--- src/rtl/jk_reg_array.sv ---
// jk_reg_array: WIDTH-bit JK-cell register bank with load, up/down count, wrap flag and change mask
// Optional JK_SATURATE_EN makes counting saturate at the limits instead of wrapping.
module jk_reg_array #(
  parameter int WIDTH = 8,
  parameter logic [WIDTH-1:0] RESET_VAL = '0
) (
  input  logic             clk,
  input  logic             rst,
  input  logic             en,
  input  logic [1:0]       mode,
  input  logic [WIDTH-1:0] j,
  input  logic [WIDTH-1:0] k,
  input  logic [WIDTH-1:0] d,
  output logic [WIDTH-1:0] q,
  output logic [WIDTH-1:0] qn,
  output logic             tc,
  output logic [WIDTH-1:0] chg
);
  logic [WIDTH-1:0] r_q, r_chg;
  logic             r_tc;
  logic [WIDTH-1:0] w_up, w_dn, w_j, w_k, w_next;
  logic             w_lim, w_hold;
  assign w_up[0] = 1'b1;
  assign w_dn[0] = 1'b1;
  genvar i;
  generate
    for (i = 1; i < WIDTH; i++) begin : g_carry
      assign w_up[i] = w_up[i-1] & r_q[i-1];
      assign w_dn[i] = w_dn[i-1] & ~r_q[i-1];
    end
  endgenerate
  // limit: up from all-ones or down from zero; wraps or saturates depending on build
  assign w_lim = (mode == 2'b10 && &r_q) || (mode == 2'b11 && ~|r_q);
`ifdef JK_SATURATE_EN
  assign w_hold = w_lim;
`else
  assign w_hold = 1'b0;
`endif
  always_comb begin
    w_j = w_hold ? '0 : mode == 2'b00 ? j : mode == 2'b01 ? d : mode == 2'b10 ? w_up : w_dn;
    w_k = w_hold ? '0 : mode == 2'b00 ? k : mode == 2'b01 ? ~d : mode == 2'b10 ? w_up : w_dn;
  end
  assign w_next = (w_j & ~r_q) | (~w_k & r_q);
  always_ff @(posedge clk or posedge rst) begin
    if (rst) begin
      r_q   <= RESET_VAL;
      r_tc  <= 1'b0;
      r_chg <= '0;
    end else if (en) begin
      r_q   <= w_next;
      r_tc  <= w_lim;
      r_chg <= r_q ^ w_next;
    end else begin
      r_tc  <= 1'b0;
      r_chg <= '0;
    end
  end
  assign q   = r_q;
  assign qn  = ~r_q;
  assign tc  = r_tc;
  assign chg = r_chg;
endmodule

--- config.mk ---
export PLATFORM = sky130hd
export DESIGN_NAME = jk_reg_array
export DESIGN_NICKNAME = d
export VERILOG_FILES = /design/src/rtl/jk_reg_array.sv
export SDC_FILE = /design/constraint.sdc
export NUM_CORES = 1
export LEC_CHECK = 0
export BUFFER_PORTS_ARGS = -buffer_cell sky130_fd_sc_hd__buf_2
export CAP_MARGIN = 10
export CORE_ASPECT_RATIO = 0.75
export CORE_MARGIN = 3
export CORE_UTILIZATION = 40
export DETAILED_ROUTE_END_ITERATION = 12
export HOLD_SLACK_MARGIN = 0.06
export PLACE_DENSITY = 0.66
export SYNTH_ARGS = -nofsm -noshare
export SYNTH_HDL_FRONTEND = slang
export SYNTH_SLANG_ARGS = --single-unit
export TNS_END_PERCENT = 5
--- constraint.sdc ---
create_clock -name clk -period 2.2 [get_ports clk]
set_clock_uncertainty 0.2 [all_clocks]
set_input_delay 0.22 -clock clk [delete_from_list [all_inputs] [get_ports clk]]
set_output_delay 0.22 -clock clk [all_outputs]
set_load 0.02 [all_outputs]
==> out/metrics.cfg <==
[run_status]
status=finished, final reports clean

[worst_setup_path]
crit_path_top_delay_cell=dfrtp_1
path_max_fanout=13
endpoint_kind=flop
path_cells=or3_1 -> mux4_2 -> nor3_1 -> a211oi_1
worstPathArrival_ns=1.90
required_ns=2.12
slowest_delay_ns=0.53
critPathLaunchType=flop
crit_type=flop to flop

[detailed_routing]
via_per_inst=5.50
routedWlPerCell_um=14.3
drc=0
drt_iter0_drc=43
vias=1286
ant_nets=0
drtPass1Iterations=4
routed_wl_mm=3.35

[floorplanning]
core-area_um2=2800
io-pin-count=54
initial_core_util_pct=45.0
fp.dieW_um=70.9
chipHeight_um=54.7
dieArea_um2=3870
rows=16

[synthesis]
synth_area_um2=1260
yosysSeqAreaShare_pct=33.7
synth.net_count=176
avgSynthCellArea_um2=8.59
yosys_warnings=0
syn_inst=147
yosysUniqueCellTypes=44
ys_ff_latch=17

[cts]
cts_tree=yes
clkTransAtPathRegs_ns=0.08
post-cts-setup-buffer-count=0
ctsHoldBuffers=2
clockRootBuffer=clkbuf_8
clk_latency_ns=0.26
cts_sinks=17
htreeDepth=1
cts-resized-gates=0
cts_buffer_depth=2
cts_inserted_buffers=3

[placement]
placed_area_um2=1550
place.gp.congestion=0.816
hpwl_mm=2.54
numPortBuffers=53

[flow_run]
max_cap_violations=0

[finish]
drive_gt1_share_pct=34.3
mostFrequentLayoutCells=53 x buf_2, 17 x dfrtp_1, 14 x nor2_1, 13 x inv_1, 9 x a21oi_1
stdcell_area_um2=1610
syn2layout_area_growth_pct=27.8
antennaDiodeCount=0
nets=228
fin_util_pct=57.5
layout_commonest_cell=buf_2

[timing]
tns_ns=0
fmax_ghz=0.505
slew_viol_final=0
relSlewSlack_pct=55.2
min_period_over_period_pct=90.0
rsz0062_at_grt=no
finalSetupViolations=0
period_minus_slack_ns=1.98
finalHoldViolations=0
tightestPinTransition_ns=0.671

[power]
peakVddDrop_mv=0.414
power_leakage_nw=0.807
power.density_nw_per_um2=946

[global_route]
grt_max_degree=34
grt_pass1_vias=1211
grt.overflow.total=0
grt_pass1_wl_mm=5.49
antenna_found_initial=0
grt.total_usage_pct=17.9

[worst_hold_path]
hold_path.class=primary input to flop

[report_power, final]
group          switching, mW  internal, mW
combinational          0.465         0.293
sequential             0.125         0.395
clock                  0.121         0.126
total                  0.711         0.814
[flip-flops by register name (all words and copies together) (netlist names)]
signal,count
chg,8
q,8
tc,1
[final cells by class]
class / count / area [um2]
clock buffers: 3 / 41.3
clock inverters: 1 / 5.00
fillers: 270 / 1190
inverters: 14 / 52.6
multi-input cells: 105 / 736
flip-flops and latches: 17 / 425
well taps: 36 / 45.0
repair buffers: 58 / 308
[synth_stat cells]
| master | count | area share (%) |
|---|---|---|
| a211oi_1 | 7 | 4.2 |
| nor2b_1 | 3 | 1.5 |
| or4b_1 | 1 | 0.79 |
| nand3_1 | 5 | 2.0 |
| clkbuf_1 | 5 | 1.5 |
| dfrtp_1 | 17 | 34 |
| a311oi_1 | 1 | 0.69 |
| buf_2 | 6 | 2.4 |
| a31oi_1 | 1 | 0.50 |
| nand2_1 | 5 | 1.5 |
| a21oi_1 | 9 | 3.6 |
| o22ai_1 | 1 | 0.50 |
| or3_1 | 3 | 1.5 |
| a211o_1 | 4 | 2.8 |
| or2_2 | 2 | 0.99 |
| mux4_2 | 3 | 5.4 |
| mux2i_1 | 3 | 2.4 |
| nand3b_1 | 1 | 0.59 |
| and2_1 | 4 | 2.0 |
| or3b_1 | 1 | 0.69 |
| o221ai_1 | 1 | 0.69 |
| nor4_1 | 1 | 0.50 |
| o41ai_1 | 1 | 0.69 |
| a21boi_0 | 1 | 0.59 |
| nand2b_1 | 1 | 0.50 |
| a21o_1 | 1 | 0.59 |
| o311ai_1 | 1 | 0.69 |
| o21a_1 | 4 | 2.4 |
| o211a_1 | 1 | 0.79 |
| o21ai_0 | 3 | 1.2 |
| nand4_1 | 3 | 1.5 |
| o311a_1 | 1 | 0.79 |
| o2111a_1 | 1 | 0.89 |
| nor2_1 | 14 | 4.2 |
| a22oi_1 | 1 | 0.59 |
| nand4b_4 | 1 | 1.9 |
| nor3_1 | 6 | 2.4 |
| inv_2 | 1 | 0.30 |
| inv_1 | 13 | 3.9 |
| o31ai_1 | 3 | 1.8 |
| a41o_1 | 1 | 0.79 |
| a211oi_2 | 1 | 0.99 |
| and4_1 | 1 | 0.69 |
| o211ai_1 | 3 | 1.8 |
[per-stage QoR]
stage / hold WS (ns) / std cells / power, mW / setup slack, ns
2_1_floorplan: -0.0539 / 147 / 1.03 / 0.264
3_3_place_gp: 0.155 / 228 / 1.27 / 0.308
3_5_place_dp: 0.162 / 228 / 1.28 / 0.252
4_1_cts: 0.126 / 234 / 1.53 / 0.233
5_1_grt: 0.167 / 234 / 1.63 / 0.152
6_report: 0.133 / 234 / 1.53 / 0.220
[cells by family after synthesis]
group                  count (synthesis)  synth area share [%]
buffers and inverters                 25                  8.03
flip-flops                            17                  33.7
multiplexers                           6                  7.73
AO/OA/AOI/OAI                         47                  27.5
AND/OR/NAND/NOR                       52                  23.1
[final timing paths]
| path | endpoint | from | depth (start not counted) | slack (ns) |
|---|---|---|---|---|
| worst min-delay path | tc | en | 3 | 0.13 |
| worst min register to register | chg[5] | q[5] | 1 | 0.36 |
| worst max register to register | q[3] | q[1] | 4 | 0.22 |
| worst max-delay path | q[3] | q[1] | 4 | 0.22 |
| min in group asynchronous | q[6] | rst | 3 | 0.39 |
| max in group asynchronous | q[2] | rst | 3 | 0.97 |
[worst max-delay path, delay by kind of cell, from the launching register on]
kind / cells / cell delay (ns)
compound gates: 1 / 0.07
mux: 1 / 0.50
flops: 1 / 0.53
simple gates: 2 / 0.55
[metal layers]
layer	part of all wire, %	vias to the layer above	global-route usage (%)
met5	0	-	0
met4	0.30	0	3.75
met3	6.6	2	5.14
met2	44	43	30.3
met1	49	585	23.3
li1	-	656	-
No activity file was read; power rests on OpenSTA's default activity.
